`src/rtl/piece_renderer_if.sv`:
```
// piece_renderer_if: request/status and VGA pixel-write bundle for piece_renderer
//   start, cell_x, cell_y, piece  : draw request (master -> slave)
//   busy, done                    : request status (slave -> master)
//   plot, vga_x, vga_y, vga_colour: pixel write strobe and data (slave -> master)
interface piece_renderer_if;
  logic       start;
  logic [2:0] cell_x;
  logic [2:0] cell_y;
  logic [1:0] piece;
  logic       busy;
  logic       done;
  logic       plot;
  logic [7:0] vga_x;
  logic [6:0] vga_y;
  logic [2:0] vga_colour;
  modport master (
    output start, cell_x, cell_y, piece,
    input  busy, done, plot, vga_x, vga_y, vga_colour
  );
  modport slave (
    input  start, cell_x, cell_y, piece,
    output busy, done, plot, vga_x, vga_y, vga_colour
  );
endinterface

```
`src/rtl/piece_renderer.sv`:
```
// piece_renderer: paints one CELL_PX x CELL_PX board cell as a stream of VGA pixel writes
//   clk    : rising-edge clock
//   resetn : synchronous, active-low reset
//   bus    : piece_renderer_if.slave (request in, busy/done/plot/vga_* out, all registered)
//   Optional build macro PIECE_RENDERER_BORDER_EN: paints the top row and left column of
//   each cell in grid colour 3'b001.
module piece_renderer #(
  parameter int CELL_PX  = 4,
  parameter int BOARD_N  = 8,
  parameter int X_ORIGIN = 0,
  parameter int Y_ORIGIN = 0
) (
  input logic             clk,
  input logic             resetn,
  piece_renderer_if.slave bus
);
  typedef enum logic [1:0] {IDLE, DRAW, FIN} state_t;
  localparam logic [3:0] LAST = 4'(CELL_PX - 1);
  state_t     state_q, state_d;
  logic [2:0] cx_q, cx_d, cy_q, cy_d;
  logic [1:0] pc_q, pc_d;
  logic [3:0] px_q, px_d, py_q, py_d;
  logic       busy_q, busy_d, done_q, done_d, plot_q, plot_d;
  logic [7:0] vx_q, vx_d;
  logic [6:0] vy_q, vy_d;
  logic [2:0] col_q, col_d;
  logic       in_ok, px_wrap, last_px;
  logic [3:0] px_n, py_n;
  function automatic logic [17:0] pix(input logic [2:0] cx, input logic [2:0] cy,
                                      input logic [1:0] pc, input logic [3:0] px,
                                      input logic [3:0] py);
    logic [7:0] x;
    logic [6:0] y;
    logic [2:0] c;
    x = 8'(X_ORIGIN) + 8'(cx) * 8'(CELL_PX) + 8'(px);
    y = 7'(Y_ORIGIN) + 7'(cy) * 7'(CELL_PX) + 7'(py);
    c = pc == 2'b11 ? 3'b000 : pc[1] ? 3'b111 : 3'b010;
`ifdef PIECE_RENDERER_BORDER_EN
    if (px == 4'd0 || py == 4'd0) c = 3'b001;
`endif
    return {x, y, c};
  endfunction
  assign in_ok   = {1'b0, bus.cell_x} < 4'(BOARD_N) && {1'b0, bus.cell_y} < 4'(BOARD_N);
  assign px_wrap = px_q == LAST;
  assign last_px = px_wrap && py_q == LAST;
  assign px_n    = px_wrap ? 4'd0 : px_q + 4'd1;
  assign py_n    = px_wrap ? py_q + 4'd1 : py_q;
  // The first pixel is computed straight from the request inputs so it is on the
  // bus in the cycle right after acceptance. Inside DRAW, plot_q doubles as the
  // "cell is on the board" flag: an off-board request spends one silent cycle in
  // DRAW and then finishes.
  always_comb begin
    state_d = state_q;
    cx_d    = cx_q;
    cy_d    = cy_q;
    pc_d    = pc_q;
    px_d    = px_q;
    py_d    = py_q;
    busy_d  = busy_q;
    done_d  = 1'b0;
    plot_d  = 1'b0;
    vx_d    = vx_q;
    vy_d    = vy_q;
    col_d   = col_q;
    case (state_q)
      IDLE: if (bus.start) begin
        state_d = DRAW;
        cx_d    = bus.cell_x;
        cy_d    = bus.cell_y;
        pc_d    = bus.piece;
        px_d    = 4'd0;
        py_d    = 4'd0;
        busy_d  = 1'b1;
        plot_d  = in_ok;
        if (in_ok) {vx_d, vy_d, col_d} = pix(bus.cell_x, bus.cell_y, bus.piece, 4'd0, 4'd0);
      end
      DRAW: if (!plot_q || last_px) begin
        state_d = FIN;
        done_d  = 1'b1;
      end else begin
        px_d   = px_n;
        py_d   = py_n;
        plot_d = 1'b1;
        {vx_d, vy_d, col_d} = pix(cx_q, cy_q, pc_q, px_n, py_n);
      end
      FIN: begin
        state_d = IDLE;
        busy_d  = 1'b0;
      end
      default: state_d = IDLE;
    endcase
  end
  always_ff @(posedge clk) begin
    if (!resetn) begin
      state_q <= IDLE;
      cx_q    <= '0;
      cy_q    <= '0;
      pc_q    <= '0;
      px_q    <= '0;
      py_q    <= '0;
      busy_q  <= 1'b0;
      done_q  <= 1'b0;
      plot_q  <= 1'b0;
      vx_q    <= '0;
      vy_q    <= '0;
      col_q   <= 3'b010;
    end else begin
      state_q <= state_d;
      cx_q    <= cx_d;
      cy_q    <= cy_d;
      pc_q    <= pc_d;
      px_q    <= px_d;
      py_q    <= py_d;
      busy_q  <= busy_d;
      done_q  <= done_d;
      plot_q  <= plot_d;
      vx_q    <= vx_d;
      vy_q    <= vy_d;
      col_q   <= col_d;
    end
  end
  assign bus.busy       = busy_q;
  assign bus.done       = done_q;
  assign bus.plot       = plot_q;
  assign bus.vga_x      = vx_q;
  assign bus.vga_y      = vy_q;
  assign bus.vga_colour = col_q;
endmodule

```
`src/flat_wrapper.sv`:
```
// flat-port wrapper written by rule: the top's interface ports become plain ports
module piece_renderer_flat 
#(
  parameter int CELL_PX  = 4,
  parameter int BOARD_N  = 8,
  parameter int X_ORIGIN = 0,
  parameter int Y_ORIGIN = 0
)
  (clk, resetn, bus_start, bus_cell_x, bus_cell_y, bus_piece, bus_busy, bus_done, bus_plot, bus_vga_x, bus_vga_y, bus_vga_colour);
  piece_renderer_if bus_i ();
  input logic clk;
  input logic resetn;
  input wire logic [$bits(bus_i.start)-1:0] bus_start;
  input wire logic [$bits(bus_i.cell_x)-1:0] bus_cell_x;
  input wire logic [$bits(bus_i.cell_y)-1:0] bus_cell_y;
  input wire logic [$bits(bus_i.piece)-1:0] bus_piece;
  output wire logic [$bits(bus_i.busy)-1:0] bus_busy;
  output wire logic [$bits(bus_i.done)-1:0] bus_done;
  output wire logic [$bits(bus_i.plot)-1:0] bus_plot;
  output wire logic [$bits(bus_i.vga_x)-1:0] bus_vga_x;
  output wire logic [$bits(bus_i.vga_y)-1:0] bus_vga_y;
  output wire logic [$bits(bus_i.vga_colour)-1:0] bus_vga_colour;
  assign bus_i.start = bus_start;
  assign bus_i.cell_x = bus_cell_x;
  assign bus_i.cell_y = bus_cell_y;
  assign bus_i.piece = bus_piece;
  assign bus_busy = bus_i.busy;
  assign bus_done = bus_i.done;
  assign bus_plot = bus_i.plot;
  assign bus_vga_x = bus_i.vga_x;
  assign bus_vga_y = bus_i.vga_y;
  assign bus_vga_colour = bus_i.vga_colour;
  piece_renderer #(.CELL_PX(CELL_PX), .BOARD_N(BOARD_N), .X_ORIGIN(X_ORIGIN), .Y_ORIGIN(Y_ORIGIN)) u_core (.clk(clk), .resetn(resetn), .bus(bus_i));
endmodule
```
`config.mk`:
```
export PLATFORM = sky130hd
export DESIGN_NAME = piece_renderer_flat
export DESIGN_NICKNAME = d
export VERILOG_FILES = /design/src/rtl/piece_renderer_if.sv /design/src/rtl/piece_renderer.sv /design/src/flat_wrapper.sv
export SDC_FILE = /design/constraint.sdc
export NUM_CORES = 1
export LEC_CHECK = 0
export ABC_CLOCK_PERIOD_IN_PS = 2550
export CAP_MARGIN = 0
export CORE_MARGIN = 4
export CORE_UTILIZATION = 39
export DETAILED_ROUTE_END_ITERATION = 6
export SETUP_SLACK_MARGIN = 0.4
export SYNTH_ARGS = -nofsm -noshare
export SYNTH_HDL_FRONTEND = slang
export SYNTH_SLANG_ARGS = --single-unit
```
`constraint.sdc`:
```
create_clock -name clk -period 2.55 [get_ports clk]
set_input_delay 0.255 -clock clk [delete_from_list [all_inputs] [get_ports clk]]
set_output_delay 0.255 -clock clk [all_outputs]
set_load 0.1 [all_outputs]
```
==> results by group, run 1 <==
Outcome
  – Outcome: finished clean

Clocking
  – H-tree lvl count: 2
  – Clk slew on worst S/H paths: 60 ps
  – CTS sink count: 31
  – TritonCTS Buffers: 5
  – Clock Latency Late Sink: 280 ps
  – # hold bufs at CTS: 0
  – CTS tree: done
  – Clk root buf: clkbuf_8
  – CTS Buffer Depth: 2

Setup path
  – CP Cell Sequence: ha_2 > and4bb_2 > xor2_1 > ha_2 > fa_2 > mux2i_1 > o2bb2ai_1
  – Worst-path fanout max: 4
  – R2R cell count: 7
  – Reg2reg end: u_core.bus.vga_y[3]
  – Crit-path slowest cell: fa_2
  – Top cell by count, worst path: ha_2
  – Setup crit start: u_core.py_q[1]
  – Crit Path Class: register to register
  – Delay-heaviest family, CP: adder cells
  – CP max stage delay: 440 ps
  – Crit path required time: 2710 ps
  – Worst R2R Setup Slack: 530 ps
  – Worst r2r src: u_core.py_q[1]
  – CP endpoint kind: register
  – Startpoint Class: register
  – Worst path bufs/invs: 0
  – Crit path arrival time: 2180 ps

Global routing
  – GRT overflow: 0
  – First-pass GRT wire length: 5.72 mm
  – Vias in the first global route: 1,186
  – Largest net degree at the start of global routing: 14
  – Initial antenna violation count: 0
  – Total GRT Usage: 14.6%

Timing
  – Max-slew violation count: 0
  – Final hold viol count: 0
  – Max Fclk: 494 MHz
  – Worst-margin pin slew: 620 ps
  – Final min period: 2020 ps
  – Clock Skew: 3.68 ps
  – Final period util: 79.4%
  – Unrepaired setup endpoints after global routing: no
  – Rel. slew slack: 58.6%
  – Setup Viol. Count Final: 0
  – Setup ws final: 526 ps
  – Final TNS setup: 0 ps

Yosys
  – Synthesized area: 0.00153 mm2
  – EDFF count, synth: 0
  – Synthesized area per cell: 9.48 um2
  – Async S/R FF share, synth: 0%
  – Cell count after synthesis: 161
  – Register area share after synthesis: 40.7%
  – #FFs+latches synth: 31
  – Ys Warns: 0
  – Post-synth cell types: 44
  – Post-synth top flop: dfxtp_1

Layout
  – Share of layout cells above drive strength 1: 25.8%
  – Post-route cell area: 0.00192 mm2
  – Commonest non-fill, non-tap cell in the layout: dfxtp_1
  – Most frequent cells in the layout: dfxtp_1, buf_4, nand2_1
  – Ant diodes: 0
  – P&R area growth vs syn: 25.5%
  – Nets@finish: 210

Die
  – Floorplan core area: 0.00372 mm2
  – Die Footprint: 0.00498 mm2
  – Width of the die: 70.6 um
  – Row count: 22
  – Top-Level Pins: 32
  – Die Ht: 70.6 um
  – Initial Util: 41.1%

Place
  – Buffers on Ports: 28
  – Placer congestion estimate: 0.740
  – DP Worst Slack: 362 ps
  – Dpl cell area: 0.00178 mm2
  – Post-DP HPWL: 2.56 mm

Min path
  – Hold path endpoint: u_core.bus.vga_y[3]
  – Hold crit path type: register to register
  – Hold_sp: u_core.bus.vga_y[3]
  – Hold Path Stages: 1

Detailed routing
  – DR vias/cell: 5.16
  – Post-DRT Antenna Nets: 0
  – Initial DRC count: 48
  – First drt pass iteration count: 4
  – Drt drc: 0
  – Vias: 1,228
  – Routed WL: 3.52 mm
  – Wire length per cell: 14.8 um

Power and ir drop
  – Static Leak: 0.836 nW
  – VDD IR max: 0.000342 V
  – Power per cell area: 597 mW/mm2

Job
  – Max-Cap Viols: 0
[kinds of logic after synthesis]
logic type	after synthesis	share of synthesized area (%)
other cells	1	0.246
xor+xnor	5	2.87
compound gates	40	19.1
simple gates	51	19.2
buf+inv	21	7.79
mux	4	2.62
fa+ha+maj	8	7.54
flops	31	40.7
[worst reg2reg max path, stage by stage, from the launching register on]
cell and delay (ps):
dfxtp_2 380, ha_2 190, and4bb_2 230, xor2_1 210, ha_2 250, fa_2 440, mux2i_1 150, o2bb2ai_1 70
[synth_stat cells, types with 2 or more instances]
cell type / count / area, um2
clkbuf_1: 2 / 7.51
xnor2_1: 4 / 35.0
nor2_1: 3 / 11.3
nand3_1: 7 / 35.0
fa_1: 2 / 40.0
nor2b_1: 4 / 25.0
nand4_1: 2 / 12.5
buf_2: 2 / 10.0
dfxtp_1: 31 / 621
ha_1: 6 / 75.1
o2bb2ai_1: 7 / 61.3
a21o_1: 2 / 15.0
inv_1: 7 / 26.3
a21oi_1: 16 / 80.1
mux2i_1: 4 / 40.0
o22a_1: 4 / 35.0
buf_4: 8 / 60.1
nand3b_1: 2 / 15.0
a32o_1: 2 / 20.0
nand2_1: 22 / 82.6
[layout make-up]
class                           instances  area [um2]
Clock buffer                            6        72.6
Fill cell                             371        1800
Inverter                                8        30.0
Multi-Input combinational cell        111         842
Sequential cell                        31         631
Tap cell                               48        60.1
Timing Repair Buffer                   34         280
[what timing repair did]
action                                  in CTS  in global routing
endpoints found under the setup margin       2                  3
hold endpoints to repair                     0                  0
pin swaps                                    0                  3
resized for setup                            1                 13
buffers inserted                             0                  1
[per-stage QoR]
| stage | power (mW) | utilization [%] | instances | hold WS [ps] |
|---|---|---|---|---|
| 2_1_floorplan | 0.746 | - | 163 | 391 |
| 3_3_place_gp | 0.808 | 47.8 | 231 | 449 |
| 3_5_place_dp | 0.812 | 47.8 | 231 | 448 |
| 5_1_grt | 1.19 | 51.5 | 238 | 485 |
| 4_1_cts | 1.16 | 49.8 | 237 | 468 |
| 6_report | 1.14 | 51.5 | 238 | 459 |
[worst max-delay path by stage]
stage                          end  cells past startpoint
4_1_cts        u_core.bus.vga_y[4]                      9
3_3_place_gp   u_core.bus.vga_y[4]                      9
6_report       u_core.bus.vga_y[3]                      7
3_5_place_dp   u_core.bus.vga_y[4]                      9
5_1_grt        u_core.bus.vga_y[4]                      9
2_1_floorplan  u_core.bus.vga_y[4]                      9
[power by group]
part           internal [mW]  switching, mW  leakage, nW  total [mW]
logic                 0.0733          0.194        0.543       0.267
registers              0.510         0.0226        0.256       0.532
clock network          0.181          0.163       0.0371       0.344
total                  0.764          0.380        0.836        1.14
[flip-flops by register name, summed over array words and instances (netlist names), 2 cells and up]
| name | cells |
|---|---|
| u_core.px_q | 4 |
| u_core.state_q | 2 |
| u_core.pc_q | 2 |
| u_core.bus.vga_colour | 2 |
| u_core.py_q | 4 |
| u_core.cx_q | 3 |
| u_core.bus.vga_y | 4 |
| u_core.bus.vga_x | 4 |
| u_core.cy_q | 3 |
[layer usage]
metal	vias to the layer above	share of wire, %	global-route usage [%]
met5	-	0	0
met4	0	1.7	6.47
met3	6	5.3	4.83
met2	32	47	22.6
met1	571	46	18.5
li1	619	-	-
(Power assumes the default switching activity.)
==> run 2: changes to the inputs <==
--- a/config.mk
+++ b/config.mk
@@ -5,11 +5,12 @@
 export SDC_FILE = /design/constraint.sdc
 export NUM_CORES = 1
 export LEC_CHECK = 0
-export ABC_CLOCK_PERIOD_IN_PS = 2550
+export ABC_CLOCK_PERIOD_IN_PS = 1600
 export CAP_MARGIN = 0
 export CORE_MARGIN = 4
 export CORE_UTILIZATION = 39
 export DETAILED_ROUTE_END_ITERATION = 6
+export PLACE_DENSITY = 0.66
 export SETUP_SLACK_MARGIN = 0.4
 export SYNTH_ARGS = -nofsm -noshare
 export SYNTH_HDL_FRONTEND = slang
==> constraint.sdc (replaced) <==
create_clock -name clk -period 1.6 [get_ports clk]
set_input_delay 0.16 -clock clk [delete_from_list [all_inputs] [get_ports clk]]
set_output_delay 0.16 -clock clk [all_outputs]
set_load 0.1 [all_outputs]
==> results by group, run 2 (synthesis results as in run 1) <==
Outcome
  – Outcome: finished with violations
  – Failing checks: negative setup slack

Clocking
  – CTS tree: done
  – CTS Buffer Depth: 2 (unchanged)
  – Clock Latency Late Sink: 290 ps (about the same)
  – # hold bufs at CTS: 0 (unchanged)
  – H-tree lvl count: 2 (unchanged)
  – TritonCTS Buffers: 5 (unchanged)
  – Clk root buf: clkbuf_8
  – CTS sink count: 31 (unchanged)
  – Clk slew on worst S/H paths: 70 ps (about the same)

Setup path
  – Worst-path fanout max: 3 (-1)
  – Crit path arrival time: 2170 ps (about the same)
  – Crit path required time: 1760 ps (-950 ps)
  – CP max stage delay: 360 ps (-80 ps)
  – Worst R2R Setup Slack: -400 ps (-930 ps)
  – Delay-heaviest family, CP: adder cells
  – Crit Path Class: register to register
  – Crit-path slowest cell: dfxtp_4
  – CP Cell Sequence: ha_4 > buf_4 > buf_6 > nand3b_1 > o21ai_2 > ha_2 > fa_2 > xnor2_2 > nor2_1 > a21oi_1 > o2bb2ai_1
  – Worst path bufs/invs: 2 (+2)
  – Startpoint Class: register
  – CP endpoint kind: register

Layout
  – Nets@finish: 247 (+18%)
  – Commonest non-fill, non-tap cell in the layout: buf_4
  – Most frequent cells in the layout: buf_4, dfxtp_1, nand2_1, buf_6, buf_12
  – Sequential cell area: 646 um2 (+2.4%)
  – Area of the multi-input gates: 0.00102 mm2 (+21%)
  – Share of layout cells above drive strength 1: 52.0% (+26 points)
  – P&R area growth vs syn: 75.8%
  – # fillers: 267 (-28%)
  – Ant diodes: 0 (unchanged)
  – Post-route cell area: 0.00268 mm2 (+40%)

Global routing
  – Initial antenna violation count: 0 (unchanged)
  – First-pass GRT wire length: 7.53 mm (+32%)
  – Largest net degree at the start of global routing: 13 (-1)
  – Total GRT Usage: 18.9% (+4.3 points)
  – GRT overflow: 0 (unchanged)
  – Vias in the first global route: 1,593 (+34%)

Min path
  – Hold crit path type: input port to register

Die
  – Initial Util: 41.1% (unchanged)
  – Width of the die: 70.6 um (unchanged)
  – Row count: 22 (unchanged)
  – Die Ht: 70.6 um (unchanged)
  – Top-Level Pins: 32 (unchanged)
  – Die Footprint: 0.00498 mm2 (unchanged)
  – Floorplan core area: 0.00372 mm2 (unchanged)

Detailed routing
  – Vias: 1,498 (+22%)
  – Drt drc: 0 (unchanged)
  – Initial DRC count: 80 (+67%)
  – DR vias/cell: 5.41 (+4.8%)
  – Wire length per cell: 17.9 um (+21%)
  – Routed WL: 4.95 mm (+41%)
  – Post-DRT Antenna Nets: 0 (unchanged)
  – First drt pass iteration count: 4 (unchanged)

Timing
  – Setup ws final: -401 ps (-928 ps)
  – Max-slew violation count: 0 (unchanged)
  – Unrepaired setup endpoints after global routing: yes
  – Final hold viol count: 0 (unchanged)
  – Final min period: 2000 ps (-22.4 ps)
  – Clock Skew: 11.1 ps (+7.39 ps)
  – Max Fclk: 500 MHz (+1.1%)
  – Final period util: 125% (+46 points)
  – Setup Viol. Count Final: 19 (+19)
  – Hold_ws: 468 ps (+8.15 ps)

Place
  – Post-DP HPWL: 2.89 mm (+13%)
  – Dpl cell area: 0.00221 mm2 (+25%)
  – Buffers on Ports: 28 (unchanged)
  – Placer congestion estimate: 0.828 (+12%)

Power and ir drop
  – Comb pwr share: 28.9% (+5.5 points)
  – Sequential share of power: 42.3% (-4.2 points)
  – Cell Int Power: 1.36 mW (+78%)
  – Clock power frac: 28.8% (-1.3 points)
  – VDD IR max: 0.000684 V (+100%)
  – Net Sw Frac: 33.6% (+0.39 points)
  – Power per cell area: 762 mW/mm2 (+28%)
  – Net Switching: 686 uW (+81%)
  – Static Leak: 1.16 nW (+38%)

Job
  – Max-Cap Viols: 0 (unchanged)
run 2: what timing repair did:
action | CTS | global route
setup endpoints to repair | 28 | 30
buffers inserted | 11 | 5
pin swaps | 18 | 19
cloned | 0 | 2
gates resized for setup | 38 | 23
run 2: per-layer routing:
layer  wire [um]  vias up  global-route usage, %
met3         282       18                   5.11
met5           0        -                      0
met4         123        0                   8.35
met2        2620       64                   32.5
li1            -      689                      -
met1        1920      727                   22.1
run 2: layout make-up:
cell class / count / share of cell area (%)
Clock buffer: 8 / 2.98
Inverter: 8 / 1.12
Multi-Input combinational cell: 111 / 37.9
Sequential cell: 31 / 24.1
Tap cell: 48 / 2.24
Timing Repair Buffer: 71 / 31.7
run 2: worst register-to-register path, delay by kind of cell, from the launching register on:
family | cells | cell delay (ps)
fa+ha+maj | 3 | 720
flops | 1 | 360
compound gates | 3 | 290
buf+inv | 2 | 240
simple gates | 2 | 140
xor+xnor | 1 | 140
run 2: power by group through the flow:
stage                     combinational [mW]  sequential (mW)  clock (mW)
final                                  0.591            0.865       0.588
after global routing                   0.616            0.872       0.631
after CTS                              0.561            0.861       0.599
after detailed placement               0.517            0.874           0
after global placement                 0.511            0.871           0
after floorplan                        0.187             1.00           0
run 2: through the flow:
stage          setup slack, ps  power [mW]  util, %  std cells  TNS, ps
2_1_floorplan             -366        1.19        -        163    -1170
3_3_place_gp              -413        1.38     59.6        251    -3330
3_5_place_dp              -443        1.39     59.6        251    -3870
4_1_cts                   -368        2.02     68.2        270    -1960
5_1_grt                   -514        2.12     72.2        277    -5900
6_report                  -401        2.04     72.2        277    -4580
run 2: path summary, 6_finish.rpt:
kind	start	end	depth (start not counted)
max	u_core.px_q[0]	u_core.bus.vga_x[4]	11
min	bus_cell_y[1]	u_core.cy_q[1]	3
max reg2reg	u_core.px_q[0]	u_core.bus.vga_x[4]	11
min reg2reg	u_core.cx_q[0]	u_core.cx_q[0]	2
